===== config.mk =====
export PLATFORM = sky130hd
export DESIGN_NAME = uart_hex_word_ctrl
export DESIGN_NICKNAME = d
export VERILOG_FILES = /design/src/rtl/hex_ctrl_pkg.sv /design/src/rtl/hex_tx_seq.sv /design/src/rtl/uart_hex_word_ctrl.sv
export SDC_FILE = /design/constraint.sdc
export NUM_CORES = 1
export LEC_CHECK = 0
export CAP_MARGIN = 5
export CORE_ASPECT_RATIO = 0.6
export CORE_MARGIN = 2
export CORE_UTILIZATION = 30
export CTS_BUF_LIST = sky130_fd_sc_hd__clkbuf_2
export DETAILED_ROUTE_END_ITERATION = 16
export GPL_TIMING_DRIVEN = 0
export PLACE_DENSITY = 0.51
export SYNTH_ARGS = -nofsm -noshare
export SYNTH_HDL_FRONTEND = slang
export SYNTH_HIERARCHICAL = 1
export SYNTH_SLANG_ARGS = --single-unit

===== constraint.sdc =====
create_clock -name clk -period 6 [get_ports clk]
set_clock_uncertainty 0.05 [all_clocks]
set_input_delay 0.6 -clock clk [delete_from_list [all_inputs] [get_ports clk]]
set_output_delay 0.6 -clock clk [all_outputs]
set_load 0.005 [all_outputs]

===== src/rtl/hex_ctrl_pkg.sv =====
// Shared types and ASCII constants for the UART hex word controller.
package hex_ctrl_pkg;

  typedef enum logic {
    RX_COLLECT = 1'b0,
    RX_HOLD    = 1'b1
  } rx_state_t;

  typedef enum logic [1:0] {
    TX_IDLE = 2'd0,
    TX_SEND = 2'd1,
    TX_WAIT = 2'd2,
    TX_DONE = 2'd3
  } tx_state_t;

  localparam int ASCII_0     = 48;
  localparam int ASCII_9     = 57;
  localparam int ASCII_LA    = 97;
  localparam int ASCII_LF    = 102;
  localparam int ASCII_UA    = 65;
  localparam int ASCII_UF    = 70;
  localparam int CASE_OFFSET = 32;

  function automatic logic in_range(input int c, input int lo, input int hi);
    return (c >= lo) && (c <= hi);
  endfunction

endpackage


===== src/rtl/hex_tx_seq.sv =====
// Tx sequencer: splits a word into nibbles MSB-first and feeds the translated
// characters to the UART using its start/busy handshake.
module hex_tx_seq
  import hex_ctrl_pkg::*;
#(
  parameter int Nbits   = 8,
  parameter int NIBBLES = 8
) (
  input  logic                 clk,
  input  logic                 reset,
  input  logic [4*NIBBLES-1:0] tx_word,
  input  logic                 tx_req,
  output logic                 tx_busy,
  output logic                 tx_done,
  output logic [Nbits-1:0]     tr_tx_value,
  input  logic [Nbits-1:0]     tr_tx_ascii,
  output logic [Nbits-1:0]     uart_tx_data,
  output logic                 uart_tx_start,
  input  logic                 uart_tx_busy,
  output tx_state_t            state_dbg
);

  localparam int W    = 4 * NIBBLES;
  localparam int IDXW = (NIBBLES > 1) ? $clog2(NIBBLES) : 1;
  localparam logic [IDXW-1:0] LAST_IDX = IDXW'(NIBBLES - 1);

  tx_state_t         state_q, state_d;
  logic [W-1:0]      sh_q, sh_d;
  logic [IDXW-1:0]   idx_q, idx_d;
  logic              wait_first_q, wait_first_d;
  logic [Nbits-1:0]  data_q, data_d;
  logic              start_q, start_d;
  logic              done_q, done_d;

  always_comb begin
    state_d      = state_q;
    sh_d         = sh_q;
    idx_d        = idx_q;
    wait_first_d = wait_first_q;
    data_d       = data_q;
    start_d      = 1'b0;
    case (state_q)
      TX_IDLE: begin
        if (tx_req) begin
          sh_d    = tx_word;
          idx_d   = '0;
          state_d = TX_SEND;
        end
      end
      TX_SEND: begin
        if (!uart_tx_busy) begin
          data_d       = tr_tx_ascii;
          start_d      = 1'b1;
          wait_first_d = 1'b1;
          state_d      = TX_WAIT;
        end
      end
      TX_WAIT: begin
        // UART busy only rises the cycle after start, so ignore it for one cycle.
        if (wait_first_q) begin
          wait_first_d = 1'b0;
        end else if (!uart_tx_busy) begin
          if (idx_q == LAST_IDX) begin
            state_d = TX_DONE;
          end else begin
            sh_d    = {sh_q[W-5:0], 4'h0};
            idx_d   = idx_q + 1'b1;
            state_d = TX_SEND;
          end
        end
      end
      TX_DONE: state_d = TX_IDLE;
      default: state_d = TX_IDLE;
    endcase
    done_d = (state_d == TX_DONE);
  end

  always_ff @(posedge clk or negedge reset) begin
    if (!reset) begin
      state_q      <= TX_IDLE;
      sh_q         <= '0;
      idx_q        <= '0;
      wait_first_q <= 1'b0;
      data_q       <= '0;
      start_q      <= 1'b0;
      done_q       <= 1'b0;
    end else begin
      state_q      <= state_d;
      sh_q         <= sh_d;
      idx_q        <= idx_d;
      wait_first_q <= wait_first_d;
      data_q       <= data_d;
      start_q      <= start_d;
      done_q       <= done_d;
    end
  end

  assign tr_tx_value   = {{(Nbits-4){1'b0}}, sh_q[W-1 -: 4]};
  assign uart_tx_data  = data_q;
  assign uart_tx_start = start_q;
  assign tx_done       = done_q;
  assign tx_busy       = (state_q != TX_IDLE);
  assign state_dbg     = state_q;

endmodule


===== src/rtl/uart_hex_word_ctrl.sv =====
// UART <-> hex translator <-> CPU word sequencer; Rx assembly lives here, Tx in hex_tx_seq.
// Optional macro UPPERCASE_HEX_EN accepts 'A'..'F' on Rx by folding them to lowercase.
// Handshakes: rx_word_valid is a level held until a cycle with rx_word_ack=1 (ack is
// ignored otherwise); tx_req is accepted only while tx_busy=0; uart_tx_start is issued
// only while uart_tx_busy=0 and the UART must raise busy the following cycle.
module uart_hex_word_ctrl
  import hex_ctrl_pkg::*;
#(
  parameter int Nbits   = 8,
  parameter int NIBBLES = 8
) (
  input  logic                 clk,
  input  logic                 reset,
  input  logic [Nbits-1:0]     uart_rx_data,
  input  logic                 uart_rx_valid,
  output logic [Nbits-1:0]     tr_rx_ascii,
  input  logic [Nbits-1:0]     tr_rx_value,
  output logic [4*NIBBLES-1:0] rx_word,
  output logic                 rx_word_valid,
  input  logic                 rx_word_ack,
  output logic                 rx_err,
  output logic                 rx_overrun,
  input  logic [4*NIBBLES-1:0] tx_word,
  input  logic                 tx_req,
  output logic                 tx_busy,
  output logic                 tx_done,
  output logic [Nbits-1:0]     tr_tx_value,
  input  logic [Nbits-1:0]     tr_tx_ascii,
  output logic [Nbits-1:0]     uart_tx_data,
  output logic                 uart_tx_start,
  input  logic                 uart_tx_busy,
  output logic                 rx_dbg_state,
  output logic [1:0]           tx_dbg_state
);

  localparam int W  = 4 * NIBBLES;
  localparam int CW = $clog2(NIBBLES + 1);
  localparam logic [CW-1:0] LAST_CNT = CW'(NIBBLES - 1);

  rx_state_t     rx_state_q, rx_state_d;
  logic [CW-1:0] cnt_q, cnt_d;
  logic [W-1:0]  acc_q, acc_d, acc_shift;
  logic [W-1:0]  rx_word_q, rx_word_d;
  logic          rx_word_valid_q, rx_word_valid_d;
  logic          rx_err_q, rx_err_d;
  logic          rx_overrun_q, rx_overrun_d;
  logic          is_hex;
  logic          unused_rx_hi;
  tx_state_t     tx_state;

  // The translator returns 0 for junk, so validity has to be judged here.
  always_comb begin
`ifdef UPPERCASE_HEX_EN
    logic is_upper;
    is_upper    = in_range(32'(uart_rx_data), ASCII_UA, ASCII_UF);
    tr_rx_ascii = is_upper ? uart_rx_data + Nbits'(CASE_OFFSET) : uart_rx_data;
    is_hex      = is_upper
                || in_range(32'(uart_rx_data), ASCII_0, ASCII_9)
                || in_range(32'(uart_rx_data), ASCII_LA, ASCII_LF);
`else
    tr_rx_ascii = uart_rx_data;
    is_hex      = in_range(32'(uart_rx_data), ASCII_0, ASCII_9)
                || in_range(32'(uart_rx_data), ASCII_LA, ASCII_LF);
`endif
  end

  assign unused_rx_hi = ^tr_rx_value[Nbits-1:4];
  assign acc_shift    = {acc_q[W-5:0], tr_rx_value[3:0]};

  always_comb begin
    rx_state_d      = rx_state_q;
    cnt_d           = cnt_q;
    acc_d           = acc_q;
    rx_word_d       = rx_word_q;
    rx_word_valid_d = rx_word_valid_q;
    rx_err_d        = 1'b0;
    rx_overrun_d    = 1'b0;
    case (rx_state_q)
      RX_COLLECT: begin
        if (uart_rx_valid) begin
          if (!is_hex) begin
            rx_err_d = 1'b1;
          end else if (cnt_q == LAST_CNT) begin
            rx_word_d       = acc_shift;
            rx_word_valid_d = 1'b1;
            cnt_d           = '0;
            acc_d           = '0;
            rx_state_d      = RX_HOLD;
          end else begin
            acc_d = acc_shift;
            cnt_d = cnt_q + 1'b1;
          end
        end
      end
      RX_HOLD: begin
        // Anything arriving while a word is held is dropped, even alongside the ack.
        rx_overrun_d = uart_rx_valid;
        if (rx_word_ack) begin
          rx_word_valid_d = 1'b0;
          rx_state_d      = RX_COLLECT;
        end
      end
      default: rx_state_d = RX_COLLECT;
    endcase
  end

  always_ff @(posedge clk or negedge reset) begin
    if (!reset) begin
      rx_state_q      <= RX_COLLECT;
      cnt_q           <= '0;
      acc_q           <= '0;
      rx_word_q       <= '0;
      rx_word_valid_q <= 1'b0;
      rx_err_q        <= 1'b0;
      rx_overrun_q    <= 1'b0;
    end else begin
      rx_state_q      <= rx_state_d;
      cnt_q           <= cnt_d;
      acc_q           <= acc_d;
      rx_word_q       <= rx_word_d;
      rx_word_valid_q <= rx_word_valid_d;
      rx_err_q        <= rx_err_d;
      rx_overrun_q    <= rx_overrun_d;
    end
  end

  assign rx_word       = rx_word_q;
  assign rx_word_valid = rx_word_valid_q;
  assign rx_err        = rx_err_q;
  assign rx_overrun    = rx_overrun_q;
  assign rx_dbg_state  = rx_state_q;
  assign tx_dbg_state  = tx_state;

  hex_tx_seq #(
    .Nbits   (Nbits),
    .NIBBLES (NIBBLES)
  ) u_tx_seq (
    .clk           (clk),
    .reset         (reset),
    .tx_word       (tx_word),
    .tx_req        (tx_req),
    .tx_busy       (tx_busy),
    .tx_done       (tx_done),
    .tr_tx_value   (tr_tx_value),
    .tr_tx_ascii   (tr_tx_ascii),
    .uart_tx_data  (uart_tx_data),
    .uart_tx_start (uart_tx_start),
    .uart_tx_busy  (uart_tx_busy),
    .state_dbg     (tx_state)
  );

endmodule


==> impl_metrics.csv <==
group,metric,value,unit
clock_network,root_buffer,"clkbuf_2",
yosys,yosys-top-cells-count,"dfrtp_1 (116), mux2_2 (95), nand2_1 (38), inv_1 (32), mux2i_1 (29)",
yosys,yosysTopAreaCell,"dfrtp_1",
route,wire_per_inst,14.9,um
route,drt-initial-drc-count,194,
yosys,syn_area_per_cell,12.9,um2
clock_network,cts_buffer_depth,2,
yosys,syn_area,5280,um2
placed_design,dp_hpwl,8.62,mm
floorplan,core_area,17200,um2
yosys,synthAdderAreaFrac,0.712,%
timing,worstMarginPinSlew,0.654,ns
timing,rsz0062_at_grt,"false",
clock_network,cts_resized,0,
route,drt_pass1_iterations,6,
route,drc,0,
final_layout,num-nets-final,616,
job,maxCapViolCount,0,
setup_path,cp_top_family,"buffers and inverters",
placed_design,dp.cells,765,
yosys,synth_compound_area_share,3.27,%
grt,grt_util_all_layers,13.2,%
setup_path,path_cells,"buf_2 > buf_2 > or2_2 > clkdlybuf4s50_1",
clock_network,tritoncts,"yes",
setup_path,critPathRequiredTime,5.35,ns
yosys,synth_top_family_by_area,"multiplexers",
yosys,ys.flop_type,"dfrtp_1",
placed_design,gp_congestion,0.725,
route,detail-route-antenna-nets,0,
grt,grt_pass1_vias,3710,
timing,tns,0,ns
setup_path,crit_type,"reg -> out",
yosys,yosysMostFrequentCell,"dfrtp_1",
route,route.vias.total,3456,
yosys,ys.warnings.count,6,
floorplan,row_count,37,
clock_network,cts_setup_buffers,0,
clock_network,clk_latency,0.63,ns
hold_path,holdCritPathClass,"in -> async",
route,drt_wl_total,11.9,mm
yosys,synth_top_area_share,55.0,%
floorplan,die_area,18700,um2
timing,fmax,0.341,GHz
timing,period_share,48.9,%
pwr,ir_drop,0.160,mV
placed_design,dpl_worst_slack,3.02,ns
clock_network,cts_hold_buf,1,
grt,grt_max_degree,69,
setup_path,critPathMaxFanout,10,
setup_path,slowest_delay,0.49,ns
grt,grt_pass1_wl,19.2,mm
pwr,p_per_area,364,nW/um2
yosys,synth_cells,409,
setup_path,critical_path_buf_inv_count,3,
final_layout,drive_gt1_share,29.0,%
setup_path,end_kind,"primary output",
floorplan,die_w,175,um
status,status,"completed",
timing,hold_ws,0.388,ns
grt,antenna_found_initial,0,
final_layout,n_antenna_cell,0,
yosys,synth_area_leaders,"dfrtp_1 (55%), mux2_2 (20%), mux2i_1 (5.5%), nand2_1 (2.7%), buf_4 (2.3%)",
yosys,synthMuxAreaShare,26.4,%
yosys,synth-seq-area-share,55.0,%
setup_path,arrival,2.28,ns
yosys,ys_types,43,
floorplan,dieHeight,107,um
timing,hold_violations,0,
yosys,synth_xor_area_share,0.332,%
clock_network,cts-buffers-inserted,17,
clock_network,clkTransAtPathRegs,0.20,ns
placed_design,port_buffers,118,
pwr,leakage,0.00329,uW
final_layout,final_cells,796,
clock_network,cts.sinks,116,
clock_network,h-tree-depth,4,
final_layout,fillCellCount,1635,
timing,slew_headroom,56.1,%
yosys,async_reset_ff_share,100,%
timing,fin_ws,3.07,ns
setup_path,cpMaxStageDelayCell,"clkdlybuf4s50_1",
yosys,synth_edf_count,0,
timing,setup_viol,0,
final_layout,synthToLayoutAreaGrowth,33.7,%
floorplan,start_util,30.7,%
yosys,synth-simple-area-share,6.74,%
grt,overflow,0,
setup_path,cp-start-kind,"register",
yosys,synth_seq_cells,116,
route,avgViaCountPerCell,4.34,
setup_path,crit_top_cell,"buf_2",
timing,drv_slew,0,
floorplan,ios,127,
timing,period_minus_slack,2.93,ns
## final cells by class
type | instances | area [um2] | share of cell area (%)
Sequential cell | 116 | 2900 | 41.2
Multi-Input combinational cell | 228 | 1990 | 28.3
Timing Repair Buffer | 120 | 1220 | 17.3
Tap cell | 234 | 293 | 4.15
Buffer | 36 | 272 | 3.85
Clock inverter | 13 | 166 | 2.36
Inverter | 32 | 120 | 1.70
Clock buffer | 17 | 85.1 | 1.21
## kinds of logic after synthesis
| kind of cell | Yosys count |
|---|---|
| and+or+nand+nor | 69 |
| muxes | 127 |
| buffers and inverters | 68 |
| DFF | 116 |
| AOI/OAI and AO/OA | 23 |
| adders and majority gates | 3 |
| xor gates and xnor gates | 2 |
| other | 1 |
## placed cells by master, fill, tap and decap left out, types with 4 or more instances in the layout
cell,netlist,routed
clkdlybuf4s50_1,0,117
dfrtp_1,116,116
mux2_2,95,95
nand2_1,38,38
inv_1,32,32
mux2i_1,29,29
clkbuf_2,0,17
buf_4,16,16
buf_2,11,11
nor2b_1,7,7
buf_6,4,5
nand3_1,5,5
a21oi_1,5,5
nor2_1,4,4
bufinv_16,0,4
clkinv_1,0,4
o2bb2ai_1,4,4
conb_1,1,4
## report_power, final
| group | leakage, uW | internal [uW] | switching (uW) |
|---|---|---|---|
| Combinational | 0.00175 | 532 | 329 |
| Clock | 0.000149 | 262 | 300 |
| Sequential | 0.00139 | 1000 | 138 |
| Total | 0.00329 | 1800 | 768 |
## metal layers
| metal | vias to the layer above | GRT usage [%] | routed length [um] |
|---|---|---|---|
| met2 | 79 | 19.6 | 5180 |
| met4 | 0 | 3.21 | 64 |
| met1 | 1713 | 18.6 | 6030 |
| met3 | 4 | 4.18 | 590 |
| li1 | 1660 | - | - |
| met5 | - | 0 | 0 |
## state kept, by name, summed over array words and instances (netlist names)
name	count
u_tx_seq/uart_tx_data	8
u_tx_seq/idx_q	3
acc_q	28
cnt_q	4
u_tx_seq/wait_first_q	1
rx_word	32
rx_dbg_state	1
u_tx_seq/tx_done	1
u_tx_seq/state_dbg	2
u_tx_seq/uart_tx_start	1
rx_word_valid	1
u_tx_seq/sh_q	32
rx_overrun	1
rx_err	1
## through the flow
stage | area [um2] | utilization [%] | total power [uW]
after floorplan | 5290 | - | 1670
after global placement | 6760 | 39.4 | 2000
after detailed placement | 6790 | 39.5 | 2030
after CTS | 7050 | 41.1 | 2610
after global routing | 7050 | 41.1 | 2740
final | 7050 | 41.1 | 2570
## path summary, 6_finish.rpt
path	from	end	slack [ns]	cells past startpoint
max in group asynchronous	reset	acc_q[6]	4.78	3
min in group clk	cnt_q[2]	cnt_q[2]	0.46	1
worst min-delay path	reset	u_tx_seq/uart_tx_data[5]	0.39	2
worst max register to register	cnt_q[0]	rx_word[17]	3.77	5
worst min register to register	cnt_q[2]	cnt_q[2]	0.46	1
worst max-delay path	u_tx_seq/state_dbg[1]	tx_busy	3.07	4
No activity file was read; power rests on OpenSTA's default activity.
